===== src/rtl/puf_ctrl_pkg.sv =====
// puf_ctrl_pkg: shared state type, length codes and helpers for the PUF sequencer
package puf_ctrl_pkg;
    localparam int CHAL_MAX = 128;
    localparam logic [1:0] LEN_32  = 2'd0;
    localparam logic [1:0] LEN_64  = 2'd1;
    localparam logic [1:0] LEN_128 = 2'd2;
    localparam logic [1:0] LEN_ILL = 2'd3;
    typedef enum logic [2:0] {IDLE, CLR, SHIFT, ARM, SETTLE, SAMPLE, RESP} state_t;
    function automatic logic [7:0] len_bits(input logic [1:0] code);
        return code == LEN_32 ? 8'd32 : code == LEN_64 ? 8'd64 : code == LEN_128 ? 8'd128 : 8'd0;
    endfunction
endpackage


===== src/rtl/puf_seq_ctrl_if.sv =====
// puf_seq_ctrl_if: request/response handshake bundle between a requester and the PUF sequencer
interface puf_seq_ctrl_if;
    import puf_ctrl_pkg::*;
    logic                req_valid;
    logic                req_ready;
    logic [CHAL_MAX-1:0] req_chal;
    logic [1:0]          req_len;
    logic [1:0]          req_sel;
    logic                rsp_valid;
    logic                rsp_ready;
    logic                rsp_bit;
    logic [3:0]          rsp_ones;
    logic                rsp_err;
    modport master (output req_valid, req_chal, req_len, req_sel, rsp_ready,
                    input  req_ready, rsp_valid, rsp_bit, rsp_ones, rsp_err);
    modport slave  (input  req_valid, req_chal, req_len, req_sel, rsp_ready,
                    output req_ready, rsp_valid, rsp_bit, rsp_ones, rsp_err);
endinterface


===== src/rtl/puf_chal_ser.sv =====
// puf_chal_ser: MSB-first challenge serialiser with a two-phase scan clock
module puf_chal_ser
    import puf_ctrl_pkg::*;
(
    input  logic                clk,
    input  logic                rstn,
    input  logic                load,
    input  logic [CHAL_MAX-1:0] chal,
    input  logic [7:0]          nbits,
    output logic                done,
    output logic                si,
    output logic                sclk
);
    logic [CHAL_MAX-1:0] sreg_q, sreg_d;
    logic [7:0]          cnt_q, cnt_d;
    logic                si_q, si_d, sclk_q, sclk_d;
    // Load left-justifies the active bits; each bit then spends one cycle with sclk low and one high
    always_comb begin
        sreg_d = sreg_q;
        cnt_d  = cnt_q;
        si_d   = si_q;
        sclk_d = sclk_q;
        if (load) begin
            sreg_d = chal << (8'(CHAL_MAX) - nbits);
            si_d   = sreg_d[CHAL_MAX-1];
            cnt_d  = nbits;
            sclk_d = 1'b0;
        end else if (sclk_q) begin
            sclk_d = 1'b0;
            if (cnt_q != 8'd0) begin
                sreg_d = sreg_q << 1;
                si_d   = sreg_q[CHAL_MAX-2];
            end
        end else if (cnt_q != 8'd0) begin
            sclk_d = 1'b1;
            cnt_d  = cnt_q - 8'd1;
        end
    end
    // Serialiser state register
    always_ff @(posedge clk or negedge rstn) begin
        if (!rstn) begin
            sreg_q <= '0;
            cnt_q  <= '0;
            si_q   <= 1'b0;
            sclk_q <= 1'b0;
        end else begin
            sreg_q <= sreg_d;
            cnt_q  <= cnt_d;
            si_q   <= si_d;
            sclk_q <= sclk_d;
        end
    end
    assign done = sclk_q && cnt_q == 8'd0;
    assign si   = si_q;
    assign sclk = sclk_q;
endmodule


===== src/rtl/puf_seq_ctrl.sv =====
// puf_seq_ctrl: runs one PUF evaluation (clear, shift, NREP arm/settle/sample) and majority-votes the result
module puf_seq_ctrl
    import puf_ctrl_pkg::*;
#(
    parameter int NREP       = 7,
    parameter int RST_CYC    = 4,
    parameter int SETTLE_CYC = 16
) (
    input  logic       clk,
    input  logic       rstn,
    puf_seq_ctrl_if.slave bus,
    output logic       puf_reset,
    output logic [1:0] puf_sel,
    output logic [1:0] puf_length,
    output logic       puf_clk,
    output logic       puf_si,
    output logic       puf_rstn,
    input  logic       puf_out
);
    state_t              state_q, state_d;
    logic [15:0]         cyc_q, cyc_d;
    logic [3:0]          eval_q, eval_d, ones_q, ones_d;
    logic [CHAL_MAX-1:0] chal_q, chal_d;
    logic [1:0]          len_q, len_d, sel_q, sel_d, sync_q, sync_d;
    logic                err_q, err_d;
    logic                req_ready_q, req_ready_d, rsp_valid_q, rsp_valid_d;
    logic                rsp_bit_q, rsp_bit_d, rsp_err_q, rsp_err_d;
    logic [3:0]          rsp_ones_q, rsp_ones_d;
    logic                puf_reset_q, puf_reset_d, puf_rstn_q, puf_rstn_d;
    logic                ser_load, ser_done;

    puf_chal_ser u_ser (
        .clk   (clk),
        .rstn  (rstn),
        .load  (ser_load),
        .chal  (chal_q),
        .nbits (len_bits(len_q)),
        .done  (ser_done),
        .si    (puf_si),
        .sclk  (puf_clk)
    );

    // Sequencing FSM; outputs are decoded from the next state so every pin leaves a flop
    always_comb begin
        state_d  = state_q;
        cyc_d    = cyc_q;
        eval_d   = eval_q;
        ones_d   = ones_q;
        chal_d   = chal_q;
        len_d    = len_q;
        sel_d    = sel_q;
        err_d    = err_q;
        ser_load = 1'b0;
        sync_d   = {sync_q[0], puf_out};
        case (state_q)
            IDLE: if (bus.req_valid && req_ready_q) begin
                chal_d  = bus.req_chal;
                len_d   = bus.req_len;
                sel_d   = bus.req_sel;
                err_d   = bus.req_len == LEN_ILL;
                eval_d  = '0;
                ones_d  = '0;
                cyc_d   = '0;
                state_d = bus.req_len == LEN_ILL ? RESP : CLR;
            end
            CLR: if (cyc_q == 16'd1) begin
                state_d  = SHIFT;
                ser_load = 1'b1;
            end else cyc_d = cyc_q + 16'd1;
            SHIFT: if (ser_done) begin
                state_d = ARM;
                cyc_d   = '0;
            end
            ARM: if (cyc_q == 16'(RST_CYC - 1)) begin
                state_d = SETTLE;
                cyc_d   = '0;
            end else cyc_d = cyc_q + 16'd1;
            SETTLE: if (cyc_q == 16'(SETTLE_CYC - 1)) begin
                state_d = SAMPLE;
                cyc_d   = '0;
            end else cyc_d = cyc_q + 16'd1;
            SAMPLE: begin
                ones_d  = ones_q + {3'b000, sync_q[1]};
                eval_d  = eval_q + 4'd1;
                state_d = eval_d < 4'(NREP) ? ARM : RESP;
                cyc_d   = '0;
            end
            RESP: if (rsp_valid_q && bus.rsp_ready) begin
                state_d = IDLE;
                eval_d  = '0;
                ones_d  = '0;
                err_d   = 1'b0;
            end
            default: state_d = IDLE;
        endcase
        req_ready_d = state_d == IDLE;
        rsp_valid_d = state_d == RESP;
        rsp_ones_d  = state_d == RESP ? ones_d : '0;
        rsp_bit_d   = state_d == RESP && ones_d > 4'(NREP / 2);
        rsp_err_d   = state_d == RESP && err_d;
        puf_reset_d = state_d == ARM;
        puf_rstn_d  = state_d != CLR;
    end

    // State, counters, captured request and registered outputs
    always_ff @(posedge clk or negedge rstn) begin
        if (!rstn) begin
            state_q     <= IDLE;
            cyc_q       <= '0;
            eval_q      <= '0;
            ones_q      <= '0;
            chal_q      <= '0;
            len_q       <= '0;
            sel_q       <= '0;
            err_q       <= 1'b0;
            sync_q      <= '0;
            req_ready_q <= 1'b0;
            rsp_valid_q <= 1'b0;
            rsp_bit_q   <= 1'b0;
            rsp_ones_q  <= '0;
            rsp_err_q   <= 1'b0;
            puf_reset_q <= 1'b0;
            puf_rstn_q  <= 1'b0;
        end else begin
            state_q     <= state_d;
            cyc_q       <= cyc_d;
            eval_q      <= eval_d;
            ones_q      <= ones_d;
            chal_q      <= chal_d;
            len_q       <= len_d;
            sel_q       <= sel_d;
            err_q       <= err_d;
            sync_q      <= sync_d;
            req_ready_q <= req_ready_d;
            rsp_valid_q <= rsp_valid_d;
            rsp_bit_q   <= rsp_bit_d;
            rsp_ones_q  <= rsp_ones_d;
            rsp_err_q   <= rsp_err_d;
            puf_reset_q <= puf_reset_d;
            puf_rstn_q  <= puf_rstn_d;
        end
    end

    assign bus.req_ready = req_ready_q;
    assign bus.rsp_valid = rsp_valid_q;
    assign bus.rsp_bit   = rsp_bit_q;
    assign bus.rsp_ones  = rsp_ones_q;
    assign bus.rsp_err   = rsp_err_q;
    assign puf_reset     = puf_reset_q;
    assign puf_rstn      = puf_rstn_q;
    assign puf_sel       = sel_q;
    assign puf_length    = len_q;
endmodule


===== src/flat_wrapper.sv =====
// flat-port wrapper written by rule: the top's interface ports become plain ports
module puf_seq_ctrl_flat import puf_ctrl_pkg::*;
#(
    parameter int NREP       = 7,
    parameter int RST_CYC    = 4,
    parameter int SETTLE_CYC = 16
)
  (clk, rstn, puf_reset, puf_sel, puf_length, puf_clk, puf_si, puf_rstn, puf_out, bus_req_valid, bus_req_chal, bus_req_len, bus_req_sel, bus_rsp_ready, bus_req_ready, bus_rsp_valid, bus_rsp_bit, bus_rsp_ones, bus_rsp_err);
  puf_seq_ctrl_if bus_i ();
  input  logic clk;
  input  logic rstn;
  output logic puf_reset;
  output logic [1:0] puf_sel;
  output logic [1:0] puf_length;
  output logic puf_clk;
  output logic puf_si;
  output logic puf_rstn;
  input  logic puf_out;
  input wire logic [$bits(bus_i.req_valid)-1:0] bus_req_valid;
  input wire logic [$bits(bus_i.req_chal)-1:0] bus_req_chal;
  input wire logic [$bits(bus_i.req_len)-1:0] bus_req_len;
  input wire logic [$bits(bus_i.req_sel)-1:0] bus_req_sel;
  input wire logic [$bits(bus_i.rsp_ready)-1:0] bus_rsp_ready;
  output wire logic [$bits(bus_i.req_ready)-1:0] bus_req_ready;
  output wire logic [$bits(bus_i.rsp_valid)-1:0] bus_rsp_valid;
  output wire logic [$bits(bus_i.rsp_bit)-1:0] bus_rsp_bit;
  output wire logic [$bits(bus_i.rsp_ones)-1:0] bus_rsp_ones;
  output wire logic [$bits(bus_i.rsp_err)-1:0] bus_rsp_err;
  assign bus_i.req_valid = bus_req_valid;
  assign bus_i.req_chal = bus_req_chal;
  assign bus_i.req_len = bus_req_len;
  assign bus_i.req_sel = bus_req_sel;
  assign bus_i.rsp_ready = bus_rsp_ready;
  assign bus_req_ready = bus_i.req_ready;
  assign bus_rsp_valid = bus_i.rsp_valid;
  assign bus_rsp_bit = bus_i.rsp_bit;
  assign bus_rsp_ones = bus_i.rsp_ones;
  assign bus_rsp_err = bus_i.rsp_err;
  puf_seq_ctrl #(.NREP(NREP), .RST_CYC(RST_CYC), .SETTLE_CYC(SETTLE_CYC)) u_core (.clk(clk), .rstn(rstn), .bus(bus_i), .puf_reset(puf_reset), .puf_sel(puf_sel), .puf_length(puf_length), .puf_clk(puf_clk), .puf_si(puf_si), .puf_rstn(puf_rstn), .puf_out(puf_out));
endmodule

===== config.mk =====
export PLATFORM = sky130hd
export DESIGN_NAME = puf_seq_ctrl_flat
export DESIGN_NICKNAME = d
export VERILOG_FILES = /design/src/rtl/puf_ctrl_pkg.sv /design/src/rtl/puf_seq_ctrl_if.sv /design/src/rtl/puf_chal_ser.sv /design/src/rtl/puf_seq_ctrl.sv /design/src/flat_wrapper.sv
export SDC_FILE = /design/constraint.sdc
export NUM_CORES = 1
export LEC_CHECK = 0
export ABC_AREA = 1
export BUFFER_PORTS_ARGS = -buffer_cell sky130_fd_sc_hd__buf_2
export CAP_MARGIN = 20
export CORE_MARGIN = 1.5
export CORE_UTILIZATION = 50
export CTS_CLUSTER_DIAMETER = 50
export DETAILED_ROUTE_END_ITERATION = 6
export PLACE_DENSITY = 0.73
export SLEW_MARGIN = 15
export SYNTH_ARGS = -nofsm -noshare
export SYNTH_HDL_FRONTEND = slang
export SYNTH_SLANG_ARGS = --single-unit

===== constraint.sdc =====
create_clock -name clk -period 3.26 [get_ports clk]
set_input_delay 0.652 -clock clk [delete_from_list [all_inputs] [get_ports clk]]
set_output_delay 0.652 -clock clk [all_outputs]
set_load 0.01 [all_outputs]

# Word level (Yosys, flattened, before mapping)
# Cells that the tools add are included.
# word_totals
reg_bits	309
inputBits	137
out_inout_bits	16
wordCells	109
# classes
n_addsub	5
n_lt_le_gt_ge	2
n_eq_ne	20
shifts	1
mux	42
n_reduce_logical	19
# op_table
operator	n
127-bit 2-to-1 mux	3
128-bit by 8-bit left shift with 128-bit output	1
16-bit case mux with 6 select lines	1
16-bit 2-to-1 mux	5
8-bit 2-to-1 mux	6
3-bit 2-to-1 mux	8
4-bit case mux with 3 select lines	2
3-bit case mux with 7 select lines	1
4-bit 2-to-1 mux	5
16-bit by 1-bit adder with 16-bit output (second input constant)	1
16-bit by 1-bit equality test with 1-bit output (second input constant)	1
16-bit by 2-bit equality test with 1-bit output (second input constant)	1
16-bit by 4-bit equality test with 1-bit output (second input constant)	1
3-bit equality test (second input constant)	4
1-bit 2-to-1 mux	10
3-bit by 2-bit equality test with 1-bit output (second input constant)	3
8-bit zero test	1
2-bit by 1-bit != test with 1-bit output (second input constant)	4
8-bit nonzero test	1
8-bit by 1-bit subtractor with 8-bit output (second input constant)	1
8-bit subtractor (first input constant)	1
3-bit zero test	2
2-bit AND reduction	3
6-bit nonzero test	1
other kinds (16)	22

# Depth between registers and ports, before layout
# logic_depth
depth_word	7
ltp_mapped	12
mapped_depth_nobuf	10

# By module
# Synthesis repeated with hierarchy kept, for this count alone.
# hier_totals
hier_cells	3577
hier_area_um2	22617.9
# modules_own_cells
mod	instances	cells_each	area_each_um2	seq_area_each_um2
puf_chal_ser	1	2693	15356.0	3428.3
puf_seq_ctrl	1	884	7262.0	4304.1

# Least setup slack after synthesis
# Ideal clock, no wire load.
# synth_path
path_type	register to register
startpoint	reg u_core.cyc_q[1]
endpoint	reg u_core.u_ser.sreg_q[105]
setup_ns	0.116
t_arrival_ns	1.552
required_time_ns	3.144
setup_slack_ns	1.592
stages_incl_launch_ff	13
n_path_buf	3
period_less_slack_ns	1.668
cell_sequence	dfrtp_1 > inv_1 > ha_1 > nand3_1 > nor2_1 > nand3_2 > buf_6 > nand2_4 > inv_4 > buf_6 > buf_6 > nand2_1 > nand2_1
# synth_between
elab_chain_cells	5
word_cells_on_any_way	7
cone_classes	1 x eq/ne; 3 x mux; 3 x reduce/logical
# synth_lines
item	line_no	text
start, declared	puf_seq_ctrl.sv:21	logic [15:0] cyc_q, cyc_d;
start signal, assigned	puf_seq_ctrl.sv:126	cyc_q <= cyc_d;
16-bit by 1-bit equality test with 1-bit output (*)	puf_seq_ctrl.sv:66	CLR: if (cyc_q == 16'd1) begin
1-bit 2-to-1 mux (*)	puf_seq_ctrl.sv:66	
1-bit 2-to-1 mux (*)	puf_seq_ctrl.sv:55	case (state_q)
2-bit nonzero test (no source line)	--	
2-bit AND reduction (no source line)	--	
end signal, assigned	puf_chal_ser.sv:47	sreg_q <= sreg_d;
end, declared	puf_chal_ser.sv:14	logic [CHAL_MAX-1:0] sreg_q, sreg_d;
# Every way passes the cells marked *; elsewhere a longest branch is shown, timed or not.
# A chain may end at the register's enable or synchronous reset.

# Final worst setup path
# layout_path
startpoint	reg u_core.cyc_q[0]
endpoint	reg u_core.cyc_q[4]
# layout_between
elab_chain_cells	3
word_cells_on_any_way	10
cone_classes	1 x add/sub; 4 x eq/ne; 4 x mux; 1 x reduce/logical
# layout_lines
item	line_no	text
16-bit by 1-bit adder with 16-bit output, or another cell as far along	puf_seq_ctrl.sv:69, puf_seq_ctrl.sv:77, puf_seq_ctrl.sv:81	
16-bit 2-to-1 mux, or another cell as far along	puf_seq_ctrl.sv:78	SETTLE: if (cyc_q == 16'(SETTLE_CYC - 1)) begin
16-bit case mux with 6 select lines / 4-bit AND reduction (equally long branches)	--	
# Several ways; a longest one is shown, not always the timed one. The select of a mux whose other input is x is not followed.

==> results.cfg <==
[clocking]
cts_resized = 0
cts_root_buf = clkbuf_16
cts.reportedPaths.clkPinSlew_ns = 0.06
postCtsHoldBufs = 0
cts_tree = built
clock_latency_ns = 0.52
clockBufferDepth = 3
cts.sinks = 309
postCtsSetupRepairBufs = 0
cts_buffers = 37
htreeDepth = 2

[flow_run]
drv_cap = 0

[worst_setup_path]
worstSetupEndpointType = flip-flop
worst_ep_required_time_ns = 3.65
worstPathMaxFanout = 263
startpoint_type = flip-flop
path_class = flip-flop to flip-flop
rr_worst_depth = 8
cp.arrival_ns = 2.97

[sta]
max_freq_mhz = 387
tns_ns = 0
fin_crit_sh_pct = 79.2
finalSetupViolCount = 0
skew_ns = 0.0182
rsz0062_at_grt = false
hold_viol_final = 0
drv_slew = 0
period_minus_slack_ns = 2.58
tightest_slew_ns = 1.04
hold_ws_ns = 0.121
slew_headroom_pct = 30.7

[die]
initial_core_util_pct = 50.7
coreArea_mm2 = 0.0315
num_rows = 65
die_area_mm2 = 0.0330
die_w_um = 182
dieHeight_um = 182
io_pins = 153

[synth]
yosysSeqAreaShare_pct = 48.4
ys_async_sr_fraction_pct = 100
syn_area_per_cell_um2 = 7.20
ys_ff_latch = 309
synth_ff_type = dfrtp_1
syn_area_mm2 = 0.0160
synth_fp_nets = 2364
yosysWarningCount = 0
synthCells = 2219
synth_edf_count = 0
ys_types = 34

[final_layout]
num_antenna_cells = 0
drive_gt1_share_pct = 11.2
nFillCells = 2851
finalNetCount = 2445
multiInputGateArea_mm2 = 0.00699
finalInstanceArea_mm2 = 0.0182
seqCellArea_mm2 = 0.00774
utilization_pct = 57.9
syn_to_final_growth_pct = 14.1

[grt]
grt_max_degree = 264
overflow = 0
grt_antenna_before_repair = 0
grt_pass1_wl_um = 75700
grt_util_all_layers_pct = 28.8
grt_pass1_vias = 14200

[placement]
place_hpwl_um = 31000
dpl_cell_area_mm2 = 0.0170
gp_congestion = 0.877
io_buffers = 152

[pwr]
switchingPower_uw = 8130
switching_share_pct = 44.2
power_frac_comb_pct = 42.5
p_int_uw = 10300
seqPwrFrac_pct = 34.6
p_clk_share_pct = 22.9
p_leak_uw = 0.00934
power_density_mw_per_mm2 = 1010
total_power_uw = 18400
irDropWorstVdd_mv = 0.539

[run_status]
outcome = finished, final reports clean

[routing]
drt_iter0_drc = 1778
antenna_left = 0
dr.pass1.iters = 5
drt_wl_total_um = 47000
drc_errors = 0
via_per_inst = 5.56
wl_per_cell_um = 17.2
vias = 15200

[worst_hold_path]
hold_path_class = input pin to async pin
-- metal layers --
layer  wire length, um  GRT usage (%)
met1             20100           40.6
met2             21300           44.5
met3              3430           3.81
met4              2150           13.0
met5                 0              0
-- power groups by stage --
stage                     clock (uW)  sequential [uW]  combinational [uW]
after floorplan                    0             6090                5610
after global placement             0             6320                7530
after detailed placement           0             6370                7690
after CTS                       4270             6330                7740
after global routing            4420             6520                8820
final                           4210             6370                7830
-- final timing paths --
path                                                   from                                   to  slack [ns]
worst max-delay path            u_core.cyc_q[0]$_DFFE_PN0P_          u_core.cyc_q[4]$_DFFE_PN0P_        0.68
worst min-delay path                                   rstn         u_core.eval_q[0]$_DFFE_PN0P_        0.12
worst max register to register  u_core.cyc_q[0]$_DFFE_PN0P_          u_core.cyc_q[4]$_DFFE_PN0P_        0.68
worst min register to register   u_core.sync_q[0]$_DFF_PN0_           u_core.sync_q[1]$_DFF_PN0_        0.36
max in group asynchronous                              rstn  u_core.u_ser.sreg_q[44]$_DFFE_PN0P_        2.32
min in group clk                                    puf_out           u_core.sync_q[0]$_DFF_PN0_        0.24
-- layout by cell type, fill, tap and decap left out, types with 3 or more instances in the layout --
cell type | synthesis | layout
nand2_1 | 950 | 949
dfrtp_1 | 309 | 308
o21ai_0 | 259 | 259
inv_1 | 164 | 164
buf_2 | 44 | 151
nand3_1 | 134 | 134
nor2_1 | 113 | 111
clkbuf_16 | 0 | 37
o21ai_1 | 35 | 34
nand4_1 | 32 | 32
o221ai_1 | 18 | 18
buf_4 | 7 | 18
a21oi_1 | 11 | 11
buf_12 | 0 | 10
o31ai_1 | 8 | 8
ha_1 | 8 | 8
xor2_1 | 7 | 7
clkbuf_8 | 0 | 7
clkinv_2 | 0 | 6
inv_2 | 5 | 5
o22ai_1 | 5 | 5
o211ai_1 | 4 | 4
bufinv_16 | 0 | 4
clkinv_4 | 0 | 4
clkbuf_1 | 77 | 4
or2_2 | 3 | 3
nor2_2 | 3 | 3
-- stage by stage --
stage	setup WS, ns	instances
after detailed placement	0.622	2663
after CTS	0.608	2727
after floorplan	1.59	2219
final	0.677	2727
after global placement	0.677	2663
after global routing	0.390	2727
-- state kept, by name (all words and copies together) (netlist names), 2 cells and up --
name,count
u_core.cyc_q,16
u_core.ones_q,4
u_core.u_ser.cnt_q,8
u_core.state_q,3
u_core.eval_q,4
u_core.chal_q,128
u_core.puf_length,2
u_core.puf_sel,2
u_core.u_ser.sreg_q,127
u_core.sync_q,2
u_core.bus.rsp_ones,4
-- logic make-up (layout without fill, tap and decap cells) --
kind of cell    after synthesis  in the layout  synth area share, %
simple gates               1241           1241                 31.0
buf+inv                     309            415                 8.02
fa+ha+maj                     8              8                0.627
flops                       309            309                 48.4
xor+xnor                      7              7                0.384
compound gates              345            345                 11.5
-- layout make-up --
class                      instances  share of cell area, %
clock inverter                    16                   1.11
timing repair buffer             180                   6.07
tap                              402                   2.76
clock buffer                      48                   5.69
sequential                       309                   42.5
inverter                         171                   3.54
multi-input combinational       1601                   38.3
-- Yosys cell counts, types with 11 or more instances --
master	instances	share of area [%]
inv_1	164	3.9
buf_2	44	1.4
o21ai_1	35	1.1
nor2_1	113	2.7
nand3_1	134	4.2
o21ai_0	259	8.1
nand4_1	32	1.3
clkbuf_1	77	1.8
nand2_1	950	22
dfrtp_1	309	48
a21oi_1	11	0.34
o221ai_1	18	0.99
-- worst max-delay path, cell delays in order (launching register included) --
cell and delay (ns):
dfrtp_1 0.44, ha_1 0.23, nand3_1 0.08, nor2_1 0.08, nand3_4 0.11, buf_12 0.64
nand3b_1 0.56, nand2_1 0.20, nand3_1 0.08
Power figures use the tool's default switching activity.
